===== src/rtl/voq_command_dispatch.sv =====
// rtl/voq_command_dispatch.sv - round-robin dispatcher from per-VOQ FWFT command FIFOs to a registered valid/ready output
module voq_command_dispatch #(
    parameter int NQ    = 4,
    parameter int WIDTH = 72,
    parameter int CNTW  = 16,
    localparam int QW   = (NQ > 1) ? $clog2(NQ) : 1
) (
    input  logic                  clk,
    input  logic                  rst,
    input  logic [NQ-1:0]         fifo_empty,
    input  logic [NQ*WIDTH-1:0]   fifo_dout,
    input  logic [NQ-1:0]         fifo_sberr,
    input  logic [NQ-1:0]         fifo_dberr,
    output logic [NQ-1:0]         fifo_re,
    output logic                  cmd_valid,
    input  logic                  cmd_ready,
    output logic [WIDTH-1:0]      cmd_data,
    output logic [QW-1:0]         cmd_qid,
    input  logic                  halt,
    output logic                  halted,
    output logic [CNTW-1:0]       sberr_cnt,
    output logic [CNTW-1:0]       dberr_cnt
);

    typedef enum logic [1:0] {
        ST_RUN    = 2'd0,
        ST_DRAIN  = 2'd1,
        ST_HALTED = 2'd2
    } state_t;

    state_t            state;
    state_t            state_nxt;

    // Pointer holds the last granted queue; the search starts one above it.
    logic [QW-1:0]     ptr;
    logic [QW-1:0]     grant;
    logic [QW-1:0]     cand;
    logic              any_head;

    logic              run_en;
    logic              out_free;
    logic              pop;

    logic [WIDTH-1:0]  head_data;
    logic              head_sb;
    logic              head_db;

    logic [CNTW-1:0]   cnt_max;

    assign cnt_max  = '1;

    // The output slot can take a new word if it is empty or its word leaves this cycle.
    assign out_free = !cmd_valid || cmd_ready;

    // State register for the halt/drain controller.
    always_ff @(posedge clk) begin
        if (rst) begin
            state <= ST_RUN;
        end else begin
            state <= state_nxt;
        end
    end

    // Next-state logic: halt stops popping first, then waits for the held word to leave.
    always_comb begin
        state_nxt = state;
        case (state)
            ST_RUN: begin
                if (halt) begin
                    state_nxt = ST_DRAIN;
                end
            end
            ST_DRAIN: begin
                if (!halt) begin
                    state_nxt = ST_RUN;
                end else if (out_free) begin
                    state_nxt = ST_HALTED;
                end
            end
            ST_HALTED: begin
                if (!halt) begin
                    state_nxt = ST_RUN;
                end
            end
            default: begin
                state_nxt = ST_RUN;
            end
        endcase
    end

    // Controller outputs: popping is blocked in the very cycle halt is first seen.
    always_comb begin
        run_en = 1'b0;
        halted = 1'b0;
        case (state)
            ST_RUN:    run_en = !halt;
            ST_HALTED: halted = !cmd_valid;
            default: begin
                run_en = 1'b0;
                halted = 1'b0;
            end
        endcase
    end

    // Round-robin search: first non-empty head strictly after ptr, wrapping modulo NQ.
    always_comb begin
        grant    = '0;
        cand     = '0;
        any_head = 1'b0;
        for (int k = 1; k <= NQ; k++) begin
            cand = QW'((int'(ptr) + k) % NQ);
            if (!any_head && !fifo_empty[cand]) begin
                grant    = cand;
                any_head = 1'b1;
            end
        end
    end

    assign pop = !rst && run_en && out_free && any_head;

    // Select the granted head word and its ECC qualifiers.
    always_comb begin
        head_data = fifo_dout[int'(grant)*WIDTH +: WIDTH];
        head_sb   = fifo_sberr[grant];
        head_db   = fifo_dberr[grant];
    end

    // Combinational pop strobe: only the granted queue, and only when a pop happens.
    always_comb begin
        fifo_re = '0;
        if (pop) begin
            fifo_re[grant] = 1'b1;
        end
    end

    // Output stage, arbitration pointer and ECC counters; dberr words are popped but never shown.
    always_ff @(posedge clk) begin
        if (rst) begin
            cmd_valid <= 1'b0;
            cmd_data  <= '0;
            cmd_qid   <= '0;
            ptr       <= QW'(NQ - 1);
            sberr_cnt <= '0;
            dberr_cnt <= '0;
        end else if (pop) begin
            ptr <= grant;
            if (head_db) begin
                cmd_valid <= 1'b0;
                if (dberr_cnt != cnt_max) begin
                    dberr_cnt <= dberr_cnt + CNTW'(1);
                end
            end else begin
                cmd_valid <= 1'b1;
                cmd_data  <= head_data;
                cmd_qid   <= grant;
                if (head_sb && (sberr_cnt != cnt_max)) begin
                    sberr_cnt <= sberr_cnt + CNTW'(1);
                end
            end
        end else if (cmd_ready) begin
            cmd_valid <= 1'b0;
        end
    end

`ifndef SYNTHESIS
    re_onehot: assert property (@(posedge clk) disable iff (rst) $onehot0(fifo_re));
    re_not_empty: assert property (@(posedge clk) disable iff (rst) ((fifo_re & fifo_empty) == '0));
    hold_stable: assert property (@(posedge clk) disable iff (rst)
        (cmd_valid && !cmd_ready) |=> ($stable(cmd_data) && $stable(cmd_qid)));
`endif

endmodule


===== config.mk =====
export PLATFORM = sky130hd
export DESIGN_NAME = voq_command_dispatch
export DESIGN_NICKNAME = d
export VERILOG_FILES = /design/src/rtl/voq_command_dispatch.sv
export SDC_FILE = /design/constraint.sdc
export NUM_CORES = 1
export LEC_CHECK = 0
export ABC_AREA = 0
export BUFFER_PORTS_ARGS = -buffer_cell sky130_fd_sc_hd__buf_2
export CELL_PAD_IN_SITES_DETAIL_PLACEMENT = 1
export CELL_PAD_IN_SITES_GLOBAL_PLACEMENT = 1
export CORE_AREA = 3 3 161 163
export DETAILED_ROUTE_END_ITERATION = 8
export DIE_AREA = 0 0 164 166
export PLACE_DENSITY_LB_ADDON = 0.1
export SLEW_MARGIN = 25
export SYNTH_ARGS = -nofsm -noshare
export SYNTH_HDL_FRONTEND = slang
export SYNTH_SLANG_ARGS = --single-unit

===== constraint.sdc =====
create_clock -name clk -period 3.28 [get_ports clk]
set_clock_uncertainty 0.1 [all_clocks]
set_input_delay 0.164 -clock clk [delete_from_list [all_inputs] [get_ports clk]]
set_output_delay 0.164 -clock clk [all_outputs]
set_load 0.005 [all_outputs]

## Yosys cells after proc, flatten, opt, wreduce, memory -nomap -nowiden

Cells that the tools add are included.

| cells by class | value |
|---|---|
| $add $sub $neg | 6 |
| multipliers | 1 |
| $lt $le $gt $ge | 6 |
| equality and inequality tests | 7 |
| shift-type cells | 1 |
| multiplexer cells | 33 |
| bitwise gates (word level) | 1 |
| reduce and logical (&&, ||, !) cells | 23 |

Operator list:

| operator | count |
|---|---|
| variable part select 288 x 10 -> 72 bit | 1 |
| adder 16 x 1 -> 16 bit (second input constant) | 2 |
| != test 16 bit (second input constant) | 2 |
| 2-to-1 mux 1 bit | 16 |
| 2-to-1 mux 2 bit | 8 |
| less-than comparator 2 x 3 -> 1 bit (second input constant) | 5 |
| binary-select mux 1 bit (select 2 bit) | 6 |
| AND reduction 3 bit | 3 |
| logical AND 1 bit | 8 |
| logical NOT 1 bit | 8 |
| multiplier 2 x 4 -> 6 bit (second input constant) | 1 |
| case mux 2 bit (3 select lines) | 1 |
| adder 2 x 1 -> 2 bit (second input constant) | 2 |
| adder 2 bit (second input constant) | 2 |
| 2-to-1 mux 4 bit | 1 |
| != test 2 bit (second input constant) | 2 |
| != test 3 bit (second input constant) | 1 |
| demux 1 bit (select 2 bit) | 1 |
| == test 2 x 1 -> 1 bit (second input constant) | 1 |
| == test 2 bit (second input constant) | 1 |
| greater-or-equal comparator 2 x 1 -> 1 bit (second input constant) | 1 |
| logical NOT 2 bit | 1 |
| AND reduction 2 bit | 1 |
| nonzero test 2 bit | 1 |
| other kinds (2) | 2 |

| storage, ports and cells | value |
|---|---|
| flip-flop bits (word level) | 111 |
| output and inout bits | 112 |
| logic and storage cells | 85 |

## Longest topological paths before layout

Gate-level depths: netlist of the first run.

| logic depth | value |
|---|---|
| depth after elaboration | 17 |
| gate-level depth with buffers | 9 |
| mapped depth without buffers | 8 |

## Least setup slack after synthesis of the first run

OpenSTA, ideal clock, no wires.

| timing path | value |
|---|---|
| path type | register to register |
| start | register ptr[0] |
| end | register dberr_cnt[15] |
| setup time | 0.070 ns |
| arrival | 2.390 ns |
| required time | 3.110 ns |
| path slack | 0.720 ns |
| cell stages (with the launch flop) | 10 |
| path buffers | 2 |
| clock period less this slack | 2.560 ns |
| path through | dfxtp_1 o21a_1 a211oi_2 buf_4 mux2i_1 mux2_2 or4_1 buf_2 or3_1 a21oi_1 |

| between the ends | value |
|---|---|
| word-level cells in the longest chain between the ends | 15 |

Ends and longest elaborated chain:

| element | RTL line | source |
|---|---|---|
| start: declaration | 35 | `logic [QW-1:0] ptr;` |
| start signal: assignment | 142 | `ptr <= QW'(NQ - 1);` |
| start signal: assignment | 146 | `ptr <= grant;` |
| adder 2 bit | 111 | `cand = QW'((int'(ptr) + k) % NQ);` |
| binary-select mux 1 bit (select 2 bit) | 112 | `if (!any_head && !fifo_empty[cand]) begin` |
| 2-to-1 mux 1 bit (implied by the code) | 112 |  |
| logical NOT 1 bit | 112 |  |
| logical AND 1 bit | 112 |  |
| 2-to-1 mux 1 bit | 112 |  |
| logical NOT 1 bit | 112 |  |
| logical AND 1 bit | 112 |  |
| 2-to-1 mux 1 bit | 112 |  |
| logical NOT 1 bit | 112 |  |
| logical AND 1 bit | 112 |  |
| 2-to-1 mux 2 bit | 112 |  |
| binary-select mux 1 bit (select 2 bit) | 125 | `head_db = fifo_dberr[grant];` |
| 2-to-1 mux 1 bit (implied by the code) | 125 |  |
| AND reduction 3 bit (no source line) (*) | n/a |  |
| end signal: assignment | 150 | `dberr_cnt <= dberr_cnt + CNTW'(1);` |
| end: declaration | 22 | `output logic [CNTW-1:0] dberr_cnt` |

Mark *: on every way between the ends. The rest lies on a longest branch, timed or not. The select of a mux whose other input is x is not followed.
A chain may end at the register's enable or synchronous reset.

## Worst setup path after layout of the first run

Ends and elaborated chain as after synthesis.

==> metrics.md, run 1 <==
| Metric | Value |
|---|---|
| Root buffer cell | `clkbuf_16` |
| Chip Height | `between 150 and 200 um` |
| Wire length per cell | `18.42 um` |
| TNS Setup | `0 ns` |
| Via count | `roughly 8,400` |
| Total wire length | `31,810 um` |
| Total power | `approximately 0.0036 W` |
| Setup repair after global routing missed its margin | `no` |
| All-Layer GR Usage | `between 20% and 30%` |
| CP startpoint | `ptr[0]` |
| Pwr/cell area | `just under 400 nW/um^2` |
| GRT Residual Overflow | `0` |
| IO Pins | `roughly 420` |
| Mapped cell area | `~6500 um^2` |
| Slowest CP cell | `or4_1` |
| FF-to-FF path depth | `7` |
| Main combinational cell family by area after synthesis | `simple AND/OR/NAND/NOR gates` |
| Number of H-tree levels | `3` |
| # Post-CTS Setup Buffers | `0` |
| Worst setup EP type | `flop` |
| Simple-Gate Fraction of Synth Area | `a little under half` |
| Synth async-reset ratio | `0%` |
| Largest net degree at the start of global routing | `between 70 and 80` |
| Die width | `roughly 160 um` |
| First-pass DRT Iterations | `4` |
| Vias in the first global route | `8,638` |
| Kind of critical path | `reg -> reg` |
| Post-route ant nets | `0` |
| Clock sinks | `approximately 110` |
| Max VDD drop | `~0.22 mV` |
| Final setup fails | `0` |
| Drc violations | `0` |
| WP depth | `7` |
| Sequential area share after synthesis | `34.30%` |
| IO Port Bufs | `around 420` |
| Rows | `57` |
| Fmax | `~0.36 GHz` |
| Max-capacitance violation count | `0` |
| Top FF cell, synth | `dfxtp_1` |
| Required time worst endpoint | `between 3 and 4 ns` |
| DP Wirelength | `between 20,000 and 25,000 um` |
| Largest delay contributor family on the critical path | `simple AND/OR/NAND/NOR gates` |
| Routability cong. | `about 0.82` |
| Flop2flop setup slack | `approximately 0.53 ns` |
| RR Endpoint | `dberr_cnt[15]` |
| Placed insts | `roughly 1,700` |
| Share of cells above drive strength 1 | `between 30% and 40%` |
| Fin crit share | `83.88%` |
| Post-synth EDFFs | `0` |
| Flop and latch count out of synthesis | `about 110` |
| Worst path max stage delay | `a little over 0.6 ns` |
| Worst-path maximum fanout | `8` |
| Fin crit period | `around 2.8 ns` |
| CP arrival | `~3 ns` |
| Clock buffer depth | `2` |
| Synth Area per Inst | `approximately 6.3 um^2` |
| Core box area | `approximately 24,000 um^2` |
| Initial antenna violation count | `11` |
| Post-synth top area cell | `dfxtp_1` |
| Die ar. | `around 27,000 um^2` |
| P&R area growth vs syn | `42.35%` |
| CTS tree | `built` |
| Headroom to the max-slew limit | `between 40 and 50%` |
| CP startpoint kind | `flop` |
| # nets final | `around 1,700` |
| First-pass GRT wire length | `48,730 um` |
| Vias/cell | `between 4 and 5` |
| Clock Latency Late Sink | `approximately 0.35 ns` |
| Initial core utilization | `26.48%` |
| Syn_nets | `1,328` |
| Complex-gate fraction of the synthesized area | `approximately 8.7%` |
| Num CTS Buffers | `9` |
| Top post-synthesis cells by area | `dfxtp_1, nand2_1, nand3_1, a21oi_1, clkbuf_1` |
| Top cell type's share of synthesized area | `between 30% and 40%` |
| Mux share of post-synthesis cell area | `under 10%` |
| CP endpoint | `dberr_cnt[15]` |
| Synth warnings | `0` |
| Distinct cell type count after synthesis | `38` |
| Adder-Cell Fraction of Synth Area | `less than 1%` |
| Measured slew at the worst slew-check pin | `around 0.84 ns` |
| Post-CTS Resized | `0` |
| Pins Over Slew Limit | `0` |
| Status | `finished clean` |
| Starting DRC count in detailed routing | `roughly 460` |
| RR Startpoint | `ptr[0]` |
| CTS Hold Buffers Added | `1` |
| Post-Layout Cell Count | `1,727` |
| Top cells by count, synth | `nand2_1, nand3_1, dfxtp_1` |
| Leak | `between 4 and 5 nW` |
| Hold Vio Cnt, Final | `0` |
| Clock-pin slew on the worst setup and hold paths | `roughly 0.080 ns` |
| Worst min path class | `in -> reg` |
| Synth Area in XOR/XNOR | `between 3 and 4%` |
| Most numerous cell in the Yosys netlist | `nand2_1` |
| CP Buf/Inv Count | `0` |
| Mapped Cells | `slightly above 1,000` |
| Crit path cell chain | `o21a_1, a211oi_4, mux2i_1, mux2_2, or4_1, or3_1, a21oi_1` |
worst min-delay path by stage:
stage	start	to	slack, ns	cells past startpoint
after detailed placement	cmd_data[14]	cmd_data[14]	0.34	2
after global placement	cmd_data[38]	cmd_data[38]	0.34	2
final	fifo_dout[286]	cmd_data[70]	0.08	5
after floorplan	halt	state[1]	0.22	2
after global routing	fifo_dout[229]	cmd_data[13]	0.1	5
after CTS	fifo_dout[203]	cmd_data[59]	0.08	5
stage by stage:
step	util, %	hold slack (ns)	area [um^2]	worst slack (ns)
5_1_grt	37.70	0.09971	9223	0.3701
3_5_place_dp	36.45	0.3434	8917	0.5524
4_1_cts	37.64	0.07849	9208	0.5283
3_3_place_gp	36.45	0.3396	8917	0.5851
2_1_floorplan	-	0.2186	6479	0.7200
6_report	37.70	0.08321	9223	0.5288
cell type report:
| cell class | count | area, um^2 |
|---|---|---|
| multi-input cells | 830 | 3991 |
| clock buffers | 10 | 229.0 |
| repair buffers | 437 | 2297 |
| well taps | 324 | 405.4 |
| inverters | 3 | 11.26 |
| clock inverters | 6 | 51.30 |
| diodes | 6 | 15.01 |
| flip-flops and latches | 111 | 2222 |
| fillers | 3274 | 15240 |
sequential cells by signal (all words and copies together), names as in the netlist:
signal / cells
cmd_data: 72
dberr_cnt: 16
sberr_cnt: 16
cmd_qid: 2
ptr: 2
state: 2
cmd_valid: 1
layout by cell type (no fill, tap or decap), types with 3 or more instances in the layout:
master / Yosys / final
xor2_1: 19 / 19
nand4b_1: 4 / 4
a21oi_1: 80 / 80
diode_2: 0 / 6
a2bb2oi_1: 5 / 5
nand2_1: 372 / 371
buf_4: 1 / 18
clkbuf_16: 0 / 9
nand4_1: 13 / 13
dfxtp_1: 111 / 111
mux2i_1: 12 / 12
or3_1: 4 / 4
nor2b_1: 8 / 8
buf_12: 0 / 4
and3_1: 9 / 8
o21ai_0: 6 / 6
buf_2: 1 / 414
a211oi_1: 3 / 3
and4_1: 3 / 3
inv_1: 3 / 3
nand3_1: 219 / 218
nor3_1: 5 / 5
inv_6: 0 / 3
xnor2_1: 4 / 4
nor2_1: 42 / 41
nand2b_1: 4 / 4
cell families (layout without fill, tap and decap cells):
family          after synthesis  after routing
compound gates              102            102
xor+xnor                     23             23
fa+ha+maj                     2              2
buf+inv                      81            456
flops                       111            111
mux                          13             13
other cells                   0              6
simple gates                690            690
report_power, final:
group | internal (W) | switching (W)
Sequential | 0.00140 | 0.0000326
Clock | 0.000529 | 0.000564
Combinational | 0.000405 | 0.000626
layer usage:
layer	GRT usage (%)	part of all wire [%]
met5	0	0.17
met4	6.804	2.2
met3	5.188	6.2
met2	38.74	49
met1	28.30	42
worst min-delay path, stage by stage:
cell and delay (ns):
buf_2 0.10, nand2_1 0.05, nand3_1 0.07, nand3_1 0.07
a21oi_1 0.05
(Power assumes the default switching activity.)
==> inputs of run 2 (changes only) <==
--- a/config.mk
+++ b/config.mk
@@ -9,9 +9,9 @@
 export BUFFER_PORTS_ARGS = -buffer_cell sky130_fd_sc_hd__buf_2
 export CELL_PAD_IN_SITES_DETAIL_PLACEMENT = 1
 export CELL_PAD_IN_SITES_GLOBAL_PLACEMENT = 1
-export CORE_AREA = 3 3 161 163
+export CORE_MARGIN = 3
+export CORE_UTILIZATION = 25
 export DETAILED_ROUTE_END_ITERATION = 8
-export DIE_AREA = 0 0 164 166
 export PLACE_DENSITY_LB_ADDON = 0.1
 export SLEW_MARGIN = 25
 export SYNTH_ARGS = -nofsm -noshare
==> constraint.sdc (replaced) <==
create_clock -name clk -period 2.3 [get_ports clk]
set_clock_uncertainty 0.1 [all_clocks]
set_input_delay 0.115 -clock clk [delete_from_list [all_inputs] [get_ports clk]]
set_output_delay 0.115 -clock clk [all_outputs]
set_load 0.005 [all_outputs]
==> run 2 against run 1 <==
The flow now finishes with violations (setup timing). Register-to-register slack lost 0.69 ns. Setup slack worse by 0.69 ns. Maximum frequency grew 12%. Final cell count up 4.2%. Global-route usage shrank 0.22 points. Via count grew 5.4%. Combinational power is 88% higher. Total power grew 56%. Die area increased by 2.4%. Critical endpoint is now cmd_data[28].
==> metrics.md, run 2 (same netlist as run 1, synthesis figures left out) <==
| Metric | Value |
|---|---|
| Register area | `2227 um^2 (was 2222 um^2)` |
| Slowest CP cell | `dfxtp_4 (was or4_1)` |
| Worst min path class | `in -> reg (unchanged)` |
| Initial core utilization | `25.58% (was 26.48%)` |
| Seq pwr share | `36.8% (was 40.3%)` |
| Share of cells above drive strength 1 | `41.19% (was 32.78%)` |
| First-pass GRT wire length | `50,290 um (was 48,730 um)` |
| Starting DRC count in detailed routing | `432 (was 456)` |
| All-Layer GR Usage | `22.46% (was 22.68%)` |
| Top Registers | `cmd_data: 72 flops, dberr_cnt: 16 flops, sberr_cnt: 16 flops (unchanged)` |
| P&R area growth vs syn | `61.93% (was 42.35%)` |
| Total power | `0.005548 W (was 0.003558 W)` |
| Internal power | `0.003609 W (was 0.002335 W)` |
| CP arrival | `2.63 ns (was 2.94 ns)` |
| Num CTS Buffers | `9 (unchanged)` |
| Pins Over Slew Limit | `0 (unchanged)` |
| Initial antenna violation count | `7 (was 11)` |
| GRT Residual Overflow | `0 (unchanged)` |
| Crit-path most repeated cell | `buf_4` |
| Design Area, Final | `10,490 um^2 (was 9223 um^2)` |
| Hold Vio Cnt, Final | `0 (unchanged)` |
| Routability cong. | `0.8002 (was 0.8199)` |
| Die width | `167.0 um (was 164 um)` |
| Worst path max stage delay | `0.36 ns (was 0.61 ns)` |
| IO Port Bufs | `415 (unchanged)` |
| Fin crit share | `106.9% (was 83.88%)` |
| CTS tree | `built (unchanged)` |
| Combinational fraction of design power | `35.0% (was 29.0%)` |
| Core box area | `25,330 um^2 (was 24,460 um^2)` |
| DP Wirelength | `24,630 um (was 23,970 um)` |
| Setup WS post-layout | `-0.1576 ns (was 0.5288 ns)` |
| Fmax | `0.4069 GHz (was 0.3635 GHz)` |
| Wire length per cell | `20.14 um (was 18.42 um)` |
| Number of H-tree levels | `3 (unchanged)` |
| CP startpoint kind | `flop (unchanged)` |
| Measured slew at the worst slew-check pin | `0.7790 ns (was 0.8403 ns)` |
| Pwr/cell area | `528.8 nW/um^2 (was 385.8 nW/um^2)` |
| Max VDD drop | `0.4234 mV (was 0.2203 mV)` |
| Largest net degree at the start of global routing | `135 (was 77)` |
| Fillers | `3,338 (was 3,274)` |
| Net Sw Power | `0.001939 W (was 0.001223 W)` |
| Drc violations | `0 (unchanged)` |
| Clock buffer depth | `2 (unchanged)` |
| Failing checks | `setup timing` |
| Commonest non-fill, non-tap cell in the layout | `buf_2 (unchanged)` |
| Root buffer cell | `clkbuf_16 (unchanged)` |
| Max-capacitance violation count | `0 (unchanged)` |
| Clock sinks | `111 (unchanged)` |
| Multi-input gate area | `4364 um^2 (was 3991 um^2)` |
| Reg with most FFs | `cmd_data (unchanged)` |
| Fin crit period | `2.458 ns (was 2.751 ns)` |
| IO Pins | `416 (unchanged)` |
| Vias/cell | `4.919 (was 4.862)` |
| Chip Height | `167.0 um (was 166 um)` |
| Clock Power Share | `28.2% (was 30.7%)` |
| Clock Latency Late Sink | `0.35 ns (about the same)` |
| Largest delay contributor family on the critical path | `buffers and inverters (was simple AND/OR/NAND/NOR gates)` |
| Leak | `4.969 nW (was 4.468 nW)` |
| Sw frac | `34.95% (was 34.36%)` |
| CP Buf/Inv Count | `5 (was 0)` |
| Vias in the first global route | `8,933 (was 8,638)` |
| Final setup fails | `78 (was 0)` |
| Commonest cells after routing, fill and taps aside | `buf_2, nand2_1, nand3_1 (unchanged)` |
| Die ar. | `27,880 um^2 (was 27,220 um^2)` |
| First-pass DRT Iterations | `5 (was 4)` |
| Required time worst endpoint | `2.48 ns (was 3.47 ns)` |
| Crit path cell chain | `o21a_4, a211oi_4, mux2i_2, buf_4, buf_6, mux2i_4, nor2_4, buf_12, buf_4, buf_8, nand3_1, a21oi_1 (was o21a_1, a211oi_4, mux2i_1, mux2_2, or4_1, or3_1, a21oi_1)` |
| Placed cell area | `9304 um^2 (was 8917 um^2)` |
| Worst setup EP type | `flop (unchanged)` |
| Post-route ant nets | `0 (unchanged)` |
| # nets final | `1,765 (was 1,698)` |
| Setup repair after global routing missed its margin | `yes (was no)` |
| Headroom to the max-slew limit | `48.06% (was 43.98%)` |
| Status | `finished, violations left (was finished clean)` |
| Kind of critical path | `reg -> reg (unchanged)` |
| Worst-path maximum fanout | `9 (was 8)` |
| Rows | `58 (was 57)` |
| Total wire length | `36,250 um (was 31,810 um)` |
| Clock-pin slew on the worst setup and hold paths | `0.09 ns (was 0.08 ns)` |
| Via count | `8,854 (was 8,397)` |
| Max reg flops | `72 (unchanged)` |
==> run 2: cell count changes in the layout (fill, tap and decap cells not counted), moves of 5 or more <==
cell / change
nand3_2: +34
buf_4: +37
a21oi_2: +22
buf_6: +5
clkbuf_16: +9
a2bb2oi_1: -5
buf_12: +8
a2bb2oi_2: +5
nand3_1: -34
a21oi_1: -22
==> run 2: worst reg2reg max path: cells and delay by family, from the launching register on <==
| kind | cells | cell delay (ns) |
|---|---|---|
| buf+inv | 5 | 0.69 |
| simple gates | 2 | 0.21 |
| flops | 1 | 0.36 |
| compound gates | 3 | 0.67 |
| mux | 2 | 0.37 |
==> run 2: power by group through the flow <==
stage          clock network [W]  logic [W]  registers [W]
4_1_cts                  0.00161    0.00166        0.00204
6_report                 0.00156    0.00194        0.00204
3_3_place_gp                   0    0.00158        0.00208
5_1_grt                  0.00168    0.00213        0.00206
2_1_floorplan                  0   0.000800        0.00209
3_5_place_dp                   0    0.00160        0.00209
==> run 2: metal layers <==
layer | up-vias | global-route usage [%] | wire length, um
met2 | 270 | 39.72 | 18100
met3 | 36 | 4.605 | 2122
met1 | 4238 | 27.88 | 15370
li1 | 4308 | - | -
met5 | - | 0 | 13
met4 | 2 | 5.739 | 642
==> run 2: worst paths after layout <==
| check | from | endpoint | slack [ns] | cells past startpoint |
|---|---|---|---|---|
| max | ptr[0] | cmd_data[28] | -0.16 | 12 |
| min | fifo_dout[86] | cmd_data[14] | 0.04 | 5 |
| max reg2reg | ptr[0] | cmd_data[28] | -0.16 | 12 |
| min reg2reg | cmd_data[22] | cmd_data[22] | 0.35 | 2 |
==> run 2: final cells by class <==
type,instances,share of cell area [%]
antenna,6,0.1431
multi-input combinational,830,41.60
sequential,111,21.23
clock buffer,10,2.278
clock inverter,6,0.4293
timing repair buffer,504,30.28
inverter,3,0.1073
tap,330,3.936
==> run 2: what timing repair did <==
item,4_1_cts,5_1_grt
resized for setup,7,89
hold buffers,1,0
setup endpoints to repair,59,101
gates cloned,1,12
pin swaps,2,15
hold endpoints to repair,2,0
setup buffers,2,16
==> run 2: through the flow <==
| step | setup TNS, ns | utilization, % | worst slack [ns] | hold WS (ns) | std cells |
|---|---|---|---|---|---|
| final | -4.536 | 41.42 | -0.1576 | 0.03806 | 1800 |
| after global routing | -13.41 | 41.42 | -0.2592 | 0.04976 | 1800 |
| after CTS | -0.5349 | 38.25 | -0.1434 | 0.03046 | 1771 |
| after detailed placement | -1.809 | 36.74 | -0.2527 | 0.3093 | 1751 |
| after global placement | -0.5908 | 36.74 | -0.1402 | 0.3119 | 1751 |
| after floorplan | -0.6810 | - | -0.2067 | 0.1696 | 1022 |
